==> src/rtl/seq_div_pkg.sv <==
// seq_div_pkg: shared definitions for the sequential restoring divider.
//   state_e   : controller state encoding (IDLE / RUN / DONE)
//   cnt_width : width of the iteration counter for a given operand width,
//               $clog2(WIDTH+1) so the counter can hold the value WIDTH.
package seq_div_pkg;

  typedef enum logic [1:0] {
    ST_IDLE = 2'd0,
    ST_RUN  = 2'd1,
    ST_DONE = 2'd2
  } state_e;

  function automatic int cnt_width(input int width);
    return $clog2(width + 1);
  endfunction

endpackage

==> src/rtl/seq_div_ctrl.sv <==
// seq_div_ctrl: controller for the sequential divider (FSM + iteration counter).
// Ports:
//   clk, rst      : rising-edge clock, synchronous active-high reset
//   start         : division request, honoured only in IDLE
//   divisor_zero  : divisor presented with start is zero
//   load          : accept a normal division (datapath loads operands)
//   zero_load     : accept a divide-by-zero (datapath registers the fixed result)
//   shift         : one restoring iteration this cycle
//   finish        : last iteration; datapath registers the result
//   busy, done    : Moore status, busy in RUN, done in DONE
module seq_div_ctrl
  import seq_div_pkg::*;
#(
  parameter int WIDTH = 4
) (
  input  logic clk,
  input  logic rst,
  input  logic start,
  input  logic divisor_zero,
  output logic load,
  output logic zero_load,
  output logic shift,
  output logic finish,
  output logic busy,
  output logic done
);

  localparam int CNT_W = cnt_width(WIDTH);
  localparam logic [CNT_W-1:0] LAST_CNT = CNT_W'(WIDTH - 1);

  state_e           state_q, state_d;
  logic [CNT_W-1:0] count_q, count_d;

  // Next-state, counter and strobe decode.
  always_comb begin
    state_d   = state_q;
    count_d   = count_q;
    load      = 1'b0;
    zero_load = 1'b0;
    shift     = 1'b0;
    finish    = 1'b0;
    case (state_q)
      ST_IDLE: begin
        if (start) begin
          if (divisor_zero) begin
            // Result is fixed; skip the iterations entirely.
            zero_load = 1'b1;
            state_d   = ST_DONE;
          end else begin
            load    = 1'b1;
            count_d = {CNT_W{1'b0}};
            state_d = ST_RUN;
          end
        end else begin
          state_d = ST_IDLE;
        end
      end
      ST_RUN: begin
        shift   = 1'b1;
        count_d = count_q + CNT_W'(1);
        if (count_q == LAST_CNT) begin
          finish  = 1'b1;
          state_d = ST_DONE;
        end else begin
          state_d = ST_RUN;
        end
      end
      ST_DONE: begin
        state_d = ST_IDLE;
      end
      default: begin
        state_d = ST_IDLE;
      end
    endcase
  end

  // State and counter registers.
  always_ff @(posedge clk) begin
    if (rst) begin
      state_q <= ST_IDLE;
      count_q <= {CNT_W{1'b0}};
    end else begin
      state_q <= state_d;
      count_q <= count_d;
    end
  end

  assign busy = (state_q == ST_RUN);
  assign done = (state_q == ST_DONE);

endmodule

==> src/rtl/seq_divider.sv <==
// seq_divider: sequential restoring divider, one quotient bit per clock.
// Optional build macro SEQ_DIVIDER_SIGNED_EN: two's complement operands
// (magnitudes divided, signs applied when the result is registered).
// Ports:
//   clk, rst            : rising-edge clock, synchronous active-high reset
//   start               : request a division (accepted only in IDLE)
//   dividend, divisor   : operands, sampled on the accepting edge
//   busy                : high while iterating
//   done                : one-cycle pulse, result valid
//   quotient, remainder : result, held until the next result is registered
//   div_by_zero         : divisor was zero for the current result
module seq_divider
  import seq_div_pkg::*;
#(
  parameter int WIDTH = 4
) (
  input  logic             clk,
  input  logic             rst,
  input  logic             start,
  input  logic [WIDTH-1:0] dividend,
  input  logic [WIDTH-1:0] divisor,
  output logic             busy,
  output logic             done,
  output logic [WIDTH-1:0] quotient,
  output logic [WIDTH-1:0] remainder,
  output logic             div_by_zero
);

  logic load_s, zero_load_s, shift_s, finish_s, divisor_zero_s;

  logic [WIDTH-1:0] r_q, r_d, q_q, q_d, m_q, m_d;
  logic [WIDTH-1:0] quotient_q, quotient_d, remainder_q, remainder_d;
  logic             dbz_q, dbz_d;

  logic [WIDTH:0]   shifted_s, trial_s;
  logic [WIDTH-1:0] r_next_s, q_next_s;
  logic [WIDTH-1:0] dvd_mag_s, dvs_mag_s, quot_fin_s, rem_fin_s;

  assign divisor_zero_s = (divisor == {WIDTH{1'b0}});

  seq_div_ctrl #(.WIDTH(WIDTH)) u_ctrl (
    .clk          (clk),
    .rst          (rst),
    .start        (start),
    .divisor_zero (divisor_zero_s),
    .load         (load_s),
    .zero_load    (zero_load_s),
    .shift        (shift_s),
    .finish       (finish_s),
    .busy         (busy),
    .done         (done)
  );

`ifdef SEQ_DIVIDER_SIGNED_EN
  logic q_neg_q, q_neg_d, r_neg_q, r_neg_d;

  function automatic logic [WIDTH-1:0] negate_if(input logic neg, input logic [WIDTH-1:0] v);
    if (neg) begin
      return ~v + WIDTH'(1);
    end else begin
      return v;
    end
  endfunction

  // The most-negative value maps to itself, which the unsigned engine reads
  // as 2^(WIDTH-1); that makes most-negative / -1 wrap back to most-negative.
  assign dvd_mag_s  = negate_if(dividend[WIDTH-1], dividend);
  assign dvs_mag_s  = negate_if(divisor[WIDTH-1], divisor);
  assign quot_fin_s = negate_if(q_neg_q, q_next_s);
  assign rem_fin_s  = negate_if(r_neg_q, r_next_s);

  // Result sign flags captured with the operands.
  always_comb begin
    q_neg_d = q_neg_q;
    r_neg_d = r_neg_q;
    if (load_s) begin
      q_neg_d = dividend[WIDTH-1] ^ divisor[WIDTH-1];
      r_neg_d = dividend[WIDTH-1];
    end else begin
      q_neg_d = q_neg_q;
      r_neg_d = r_neg_q;
    end
  end

  // Sign flag registers.
  always_ff @(posedge clk) begin
    if (rst) begin
      q_neg_q <= 1'b0;
      r_neg_q <= 1'b0;
    end else begin
      q_neg_q <= q_neg_d;
      r_neg_q <= r_neg_d;
    end
  end
`else
  assign dvd_mag_s  = dividend;
  assign dvs_mag_s  = divisor;
  assign quot_fin_s = q_next_s;
  assign rem_fin_s  = r_next_s;
`endif

  // One restoring step. The shifted-out MSB of R is kept so the trial is
  // exact; it is always 0 here because R stays below the partial dividend.
  always_comb begin
    shifted_s = {r_q, q_q[WIDTH-1]};
    trial_s   = shifted_s - {1'b0, m_q};
    if (trial_s[WIDTH]) begin
      r_next_s = shifted_s[WIDTH-1:0];
    end else begin
      r_next_s = trial_s[WIDTH-1:0];
    end
    q_next_s = {q_q[WIDTH-2:0], ~trial_s[WIDTH]};
  end

  // Datapath register next-values driven by the controller strobes.
  always_comb begin
    r_d         = r_q;
    q_d         = q_q;
    m_d         = m_q;
    quotient_d  = quotient_q;
    remainder_d = remainder_q;
    dbz_d       = dbz_q;
    if (load_s) begin
      r_d   = {WIDTH{1'b0}};
      q_d   = dvd_mag_s;
      m_d   = dvs_mag_s;
      dbz_d = 1'b0;
    end else if (zero_load_s) begin
      quotient_d  = {WIDTH{1'b1}};
      remainder_d = dividend;
      dbz_d       = 1'b1;
    end else if (shift_s) begin
      r_d = r_next_s;
      q_d = q_next_s;
      if (finish_s) begin
        quotient_d  = quot_fin_s;
        remainder_d = rem_fin_s;
      end else begin
        quotient_d  = quotient_q;
        remainder_d = remainder_q;
      end
    end else begin
      r_d = r_q;
      q_d = q_q;
    end
  end

  // Datapath and result registers.
  always_ff @(posedge clk) begin
    if (rst) begin
      r_q         <= {WIDTH{1'b0}};
      q_q         <= {WIDTH{1'b0}};
      m_q         <= {WIDTH{1'b0}};
      quotient_q  <= {WIDTH{1'b0}};
      remainder_q <= {WIDTH{1'b0}};
      dbz_q       <= 1'b0;
    end else begin
      r_q         <= r_d;
      q_q         <= q_d;
      m_q         <= m_d;
      quotient_q  <= quotient_d;
      remainder_q <= remainder_d;
      dbz_q       <= dbz_d;
    end
  end

  assign quotient    = quotient_q;
  assign remainder   = remainder_q;
  assign div_by_zero = dbz_q;

endmodule

==> config.mk <==
export PLATFORM = sky130hd
export DESIGN_NAME = seq_divider
export DESIGN_NICKNAME = d
export VERILOG_FILES = /design/src/rtl/seq_div_pkg.sv /design/src/rtl/seq_div_ctrl.sv /design/src/rtl/seq_divider.sv
export SDC_FILE = /design/constraint.sdc
export NUM_CORES = 1
export LEC_CHECK = 0
export CORE_AREA = 2 2 59 61
export DETAILED_ROUTE_END_ITERATION = 8
export DIE_AREA = 0 0 61 63
export HOLD_SLACK_MARGIN = 0.05
export MAX_ROUTING_LAYER = met4
export PLACE_DENSITY = 0.64
export SLEW_MARGIN = 15
export SYNTH_ARGS = -nofsm -noshare
export SYNTH_HDL_FRONTEND = slang
export SYNTH_SLANG_ARGS = --single-unit
==> constraint.sdc <==
create_clock -name clk -period 2.4 [get_ports clk]
set_input_delay 0.24 -clock clk [delete_from_list [all_inputs] [get_ports clk]]
set_output_delay 0.24 -clock clk [all_outputs]
set_load 0.05 [all_outputs]
==> flow_summary.ini, run 1 <==
[status]
status = finished, final reports clean

[logic_synthesis]
yosys_warnings = 0
synth_ff_type = dfxtp_1
synth_cell_types = 46
synth_edf_count = 0
netlist_area_mm2 = 0.001398
ys_seq_area_frac = 0.3724
postSynthRegisterBits = 26
post_synth.cell_area_avg_um2 = 8.959
synth_async_sr_flop_share = 0
synth_fp_nets = 174
post_synth_inst_count = 156

[final_layout]
final_nets = 196
commonest_non_fill_non_tap_cells_in_the_layout = dfxtp_1, clkdlybuf4s50_1, nand2_1, nor2_1, nor3_1
finished_core_util = 0.5265
leading_cell_type_in_the_layout_fill_and_taps_excluded = dfxtp_1
layoutNonFillerInstCount = 223
drive_gt1_frac = 0.1243
syn2layout_area_growth_pct = 21.75
n_fill_cell = 329
antenna-diode-count = 0
final_area_mm2 = 0.001702

[clock_tree]
clock_buffers_created_by_tritoncts = 3
cts_root_buffer = clkbuf_4
clkSlewWorstSetupHoldPaths_ps = 140
clock-sinks = 26
clockBufferDepth = 2
post_cts_hold_buffer_count = 0
cts.htree.levels = 1
tritoncts = done
clock_insertion_delay_at_the_later_pin_of_the_skew_report_ps = 320

[route]
drt_wl_total_um = 3162
remaining_drc_errors = 0
drt_first_pass_iters = 4
route.vias.total = 1191
vias_per_cell = 5.341
wire_per_inst_um = 14.18
detail_route.iter0.violations = 51
ant_nets = 0

[critical_path]
sequence_of_cells_on_the_critical_path = inv_1 > ha_1 > fa_1 > nand2b_1 > a21o_4 > xnor2_4 > buf_12 > mux2i_2 > o21ai_0
cp.required_ps = 2620
largest_incremental_delay_on_the_critical_path_ps = 420
cp.depth = 9
crit_path_end = remainder[2]$_SDFFE_PP0P_
critPathArrivalTime_ps = 2520
critical_path_buf_inv_count = 2
critical_path.reg2reg.startpoint = q_q[3]$_SDFFE_PP0P_
cpLargestDelayFamily = adder cells
r2r_slack_ps = 100
critPathCaptureType = flop
worstRegToRegCells = 9
critical_path.startpoint = q_q[3]$_SDFFE_PP0P_
type_of_the_setup_path_with_the_least_slack = flop to flop
crit_path_max_fanout = 8
worst_r2r_endpoint = remainder[2]$_SDFFE_PP0P_
slowest_stage = fa_1
startpoint_type = flop

[global_route]
grt_pass1_vias = 1258
grt_first_pass_wirelength_um = 5582
grt.total_usage = 0.1897
antenna_found_initial = 0
globalRouteOverflowTotal = 0
grt_max_degree = 16

[sta]
worst-slew-pin-transition_ps = 507.2
timing.final.crit_share = 0.9578
fmax_mhz = 435.0
fin_hold_ws_ps = 490.2
worst_slew_margin_rel = 0.6608
hold_viol_final = 0
rsz_0062_raised_after_global_routing = false
setup_viol = 0
clock-skew-final_ps = 3.154
tns_ps = 0
finalMaxSlewViolations = 0
finalCriticalPeriod_ps = 2299

[die]
initial_standard_cell_utilization_of_the_core = 0.4324
die_wd_um = 61
fp.dieH_um = 63
design.die.area_mm2 = 0.003843
core_area_mm2 = 0.003232
core.rowCount = 21
ios = 22

[worst_hold_path]
worst_hold_path_type = flop to flop

[placed_design]
detailed_place.area_mm2 = 0.001635
placedCellCount = 218
detailed_place_hpwl_um = 2414
numPortBuffers = 21
gp_congestion = 0.8248

[run]
timing.max_cap.violations = 0

[power]
ir_drop_mv = 0.3191
power.density_mw_per_mm2 = 594.2
leakagePower_nw = 0.6552
-- timing repair --
| item | CTS | global route |
|---|---|---|
| gates resized for setup | 0 | 4 |
| buffers inserted | 0 | 1 |
| endpoints found under the setup margin | 0 | 8 |
-- worst min-delay path by stage --
stage,from,endpoint,slack (ps),cells past startpoint
2_1_floorplan,divisor[0],m_q[0]$_SDFFE_PP0P_,370,1
3_3_place_gp,div_by_zero$_SDFFE_PP0P_,div_by_zero$_SDFFE_PP0P_,450,1
3_5_place_dp,div_by_zero$_SDFFE_PP0P_,div_by_zero$_SDFFE_PP0P_,470,1
4_1_cts,div_by_zero$_SDFFE_PP0P_,div_by_zero$_SDFFE_PP0P_,500,1
5_1_grt,u_ctrl.count_q[1]$_SDFFE_PP0P_,u_ctrl.count_q[1]$_SDFFE_PP0P_,520,2
6_report,div_by_zero$_SDFFE_PP0P_,div_by_zero$_SDFFE_PP0P_,490,1
-- cells in the mapped netlist, drive strengths merged (2+ instances only) --
library cell	number	area share
nor2	15	0.040
nand3	4	0.014
a22o	4	0.025
nand2	16	0.045
nor3	9	0.032
dfxtp	26	0.37
and3	4	0.019
o32ai	2	0.013
o31ai	3	0.016
nor3b	2	0.014
a221oi	2	0.013
ha	6	0.054
buf	7	0.028
mux2i	5	0.036
nand2b	4	0.023
a211oi	2	0.014
a311oi	4	0.025
a21oi	7	0.025
xnor2	3	0.032
a31oi	3	0.013
and2	2	0.0099
inv	9	0.024
nor2b	2	0.0090
o21ai	3	0.011
-- kinds of logic after synthesis --
logic type / synth area share
compound gates: 0.1817
xor+xnor: 0.03223
fa+ha+maj: 0.06804
buf+inv: 0.06176
flops: 0.3724
mux: 0.03581
simple gates: 0.2480
-- through the flow --
stage	total power (W)	setup slack, ps
after floorplan	0.0006911	289.8
after global placement	0.0007543	186.2
after detailed placement	0.0007646	65.28
after CTS	0.0009896	35.25
after global routing	0.001070	10.29
final	0.001011	101.4
-- registers in the layout (all words and copies together), names as in the netlist --
name	cells
m_q	4
q_q	4
quotient	4
r_q	4
remainder	4
u_ctrl.count_q	3
u_ctrl.state_q	2
div_by_zero	1
-- routing by layer --
metal	part of all wire	vias up	wire [µm]	GRT usage
li1	-	600	-	-
met1	0.46	572	1440	0.2348
met2	0.51	17	1622	0.3226
met3	0.024	2	77	0.01863
met4	0.0066	0	21	0.04891
met5	0	-	0	-
-- worst register-to-register path: cells and delay by family, from the launching register on --
kind | cells | cell delay (ps)
compound gates | 2 | 360
xor+xnor | 1 | 180
fa+ha+maj | 2 | 640
buf+inv | 2 | 180
flops | 1 | 390
mux | 1 | 240
simple gates | 1 | 200
-- area by class of cell --
class / instances / area, µm² / area share
tap: 46 / 57.56 / 0.03382
timing repair buffer: 25 / 255.2 / 0.1500
inverter: 9 / 33.78 / 0.01985
sequential: 26 / 524.3 / 0.3081
clock buffer: 4 / 36.28 / 0.02132
multi-input combinational: 113 / 794.5 / 0.4669
-- where the power goes --
group	total (W)	switching, W	internal [W]
registers	0.000480	0.0000237	0.000456
logic	0.000306	0.000160	0.000145
clock network	0.000225	0.000133	0.0000928
No activity file was read; power rests on OpenSTA's default activity.
==> run 2, diff against run 1 <==
SLEW_MARGIN = not set   (was 15)
==> results of run 2 <==
Same layout as run 1: the final DEF is identical, and so are final timing and power.
==> run 3, diff against run 2 <==
CORE_AREA = 2 2 67 69   (was 2 2 59 61)
DIE_AREA = 0 0 69 71   (was 0 0 61 63)
PLACE_DENSITY = 0.53   (was 0.64)
clock period = 2 ns   (was 2.4 ns; I/O delays follow)
==> run 3 against run 2 <==
Effect of this change: the flow now finishes with violations (negative setup slack); via count increased by 4.4%; die area increased by 27%; final area increased by 7.5%; routed wire length rose by 7.2%; clock power grew 96%; maximum frequency is 12% higher; critical endpoint is now remainder[3]$_SDFFE_PP0P_; largest cell class unchanged.
==> flow_summary.ini, run 3 (synthesized netlist as in run 1, its figures left out) <==
[route]
route.vias.total = 1243
route.layer.met1.wl_um = 1538
vias_per_cell = 5.201
highest_layer = met4
route.met2.wl_um = 1734
wire_per_inst_um = 14.19
routed-wl-met3_um = 66
drt_first_pass_iters = 4
remaining_drc_errors = 0
drt_wl_total_um = 3391
ant_nets = 0
detail_route.iter0.violations = 49

[power]
leakagePower_nw = 0.7043
ir_drop_mv = 0.2597
power.density_mw_per_mm2 = 781.6

[final_layout]
leading_cell_type_in_the_layout_fill_and_taps_excluded = dfxtp_1
layoutNonFillerInstCount = 239
antenna-diode-count = 0
commonest_non_fill_non_tap_cells_in_the_layout = dfxtp_1, clkdlybuf4s50_1, nand2_1, nor2_1, buf_4
syn2layout_area_growth_pct = 30.89
n_fill_cell = 422
final_nets = 206
drive_gt1_frac = 0.2086

[critical_path]
critical_path.reg2reg.startpoint = q_q[3]$_SDFFE_PP0P_
critical_path.startpoint = q_q[3]$_SDFFE_PP0P_
critPathCaptureType = flop
cp.required_ps = 2160
type_of_the_setup_path_with_the_least_slack = flop to flop
critPathArrivalTime_ps = 2220
crit_path_max_fanout = 5
crit_path_end = remainder[3]$_SDFFE_PP0P_
r2r_slack_ps = -60
worstRegToRegCells = 9
worst_r2r_endpoint = remainder[3]$_SDFFE_PP0P_
startpoint_type = flop

[sta]
finalMaxSlewViolations = 0
rsz_0062_raised_after_global_routing = true
hold_viol_final = 0
worst_slew_margin_rel = 0.6677
finalCriticalPeriod_ps = 2059
setup_slack_after_layout_ps = -58.68
clock-skew-final_ps = 8.252
worst-slew-pin-transition_ps = 496.8
fmax_mhz = 485.7
timing.final.crit_share = 1.029
setup_viol = 6

[global_route]
grt_pass1_vias = 1161
globalRouteOverflowTotal = 0
grt_max_degree = 16
antenna_found_initial = 0
grt_first_pass_wirelength_um = 5623
grt.total_usage = 0.1497

[placed_design]
dp_slack_ps = -66.44
detailed_place_hpwl_um = 2609
gp_congestion = 0.8790
numPortBuffers = 21
placedCellCount = 232

[die]
initial_standard_cell_utilization_of_the_core = 0.3324
ios = 22
core.rowCount = 24
die_wd_um = 69
fp.dieH_um = 71
design.die.area_mm2 = 0.004899
core_area_mm2 = 0.004204

[status]
status = finished with violations
violations = negative setup slack

[clock_tree]
clockBufferDepth = 2
clkSlewWorstSetupHoldPaths_ps = 100
cts_root_buffer = clkbuf_8
clock_buffers_created_by_tritoncts = 3
clock_insertion_delay_at_the_later_pin_of_the_skew_report_ps = 280
cts.htree.levels = 1
tritoncts = done
clock-sinks = 26

[worst_hold_path]
worst_hold_path_type = flop to flop
timing.hold.worst.start = u_ctrl.count_q[1]$_SDFFE_PP0P_

[run]
timing.max_cap.violations = 0
run 3: changes by cell type in the layout (fill, tap and decap cells not counted), sizes merged:
cell,delta
buf,+11
bufinv,+1
clkbuf,-1
dlymetal6s2s,-1
run 3: timing repair:
action,in CTS,in global routing
cloned,0,0
pin swaps,4,3
hold buffers,0,0
resized for setup,0,3
setup endpoints to repair,8,8
setup buffers,0,3
run 3: how the worst min path moves through the flow:
stage | end | slack [ps] | cells past startpoint
2_1_floorplan | m_q[0]$_SDFFE_PP0P_ | 330 | 1
3_5_place_dp | div_by_zero$_SDFFE_PP0P_ | 460 | 1
6_report | u_ctrl.count_q[1]$_SDFFE_PP0P_ | 480 | 2
4_1_cts | u_ctrl.count_q[1]$_SDFFE_PP0P_ | 480 | 2
5_1_grt | div_by_zero$_SDFFE_PP0P_ | 500 | 1
3_3_place_gp | div_by_zero$_SDFFE_PP0P_ | 450 | 1
run 3: cell type report:
class / instances / area [µm²] / area share
clock inverters: 1 / 30.03 / 0.01642
inverters: 9 / 33.78 / 0.01847
clock buffers: 3 / 41.29 / 0.02257
well taps: 52 / 65.06 / 0.03557
repair buffers: 35 / 312.8 / 0.1710
flip-flops and latches: 26 / 521.8 / 0.2852
multi-input cells: 113 / 824.5 / 0.4508
run 3: report_power, final:
| group | internal [W] | switching, W | total (W) |
|---|---|---|---|
| logic | 0.000204 | 0.000209 | 0.000412 |
| clock network | 0.000268 | 0.000174 | 0.000442 |
| registers | 0.000547 | 0.0000280 | 0.000575 |
| total | 0.00102 | 0.000411 | 0.00143 |
run 3: layer usage:
layer	track usage	up-vias
li1	-	615
met1	0.1909	610
met2	0.2436	13
met3	0.02137	5
met4	0.05229	0
met5	-	-
run 3: through the flow:
stage / power, W / area (µm²) / setup TNS [ps] / utilization / hold slack [ps]
floorplan: 0.0008421 / 1421 / -72.48 / - / 325.5
global placement: 0.0009539 / 1724 / -60.40 / 0.4101 / 450.8
detailed placement: 0.0009592 / 1724 / -209.7 / 0.4101 / 458.5
CTS: 0.001399 / 1795 / -0.8320 / 0.4271 / 481.7
global route: 0.001503 / 1829 / -715.7 / 0.4351 / 499.9
finish: 0.001430 / 1829 / -176.6 / 0.4351 / 479.7
run 3: worst max-delay path, stage by stage, from the launching register on:
cell and delay (ps):
dfxtp_2 340, inv_2 40, ha_4 150, fa_2 330
nand2b_4 150, a21o_4 220, xnor2_4 240, buf_4 160
mux2i_1 210, a211oi_2 90
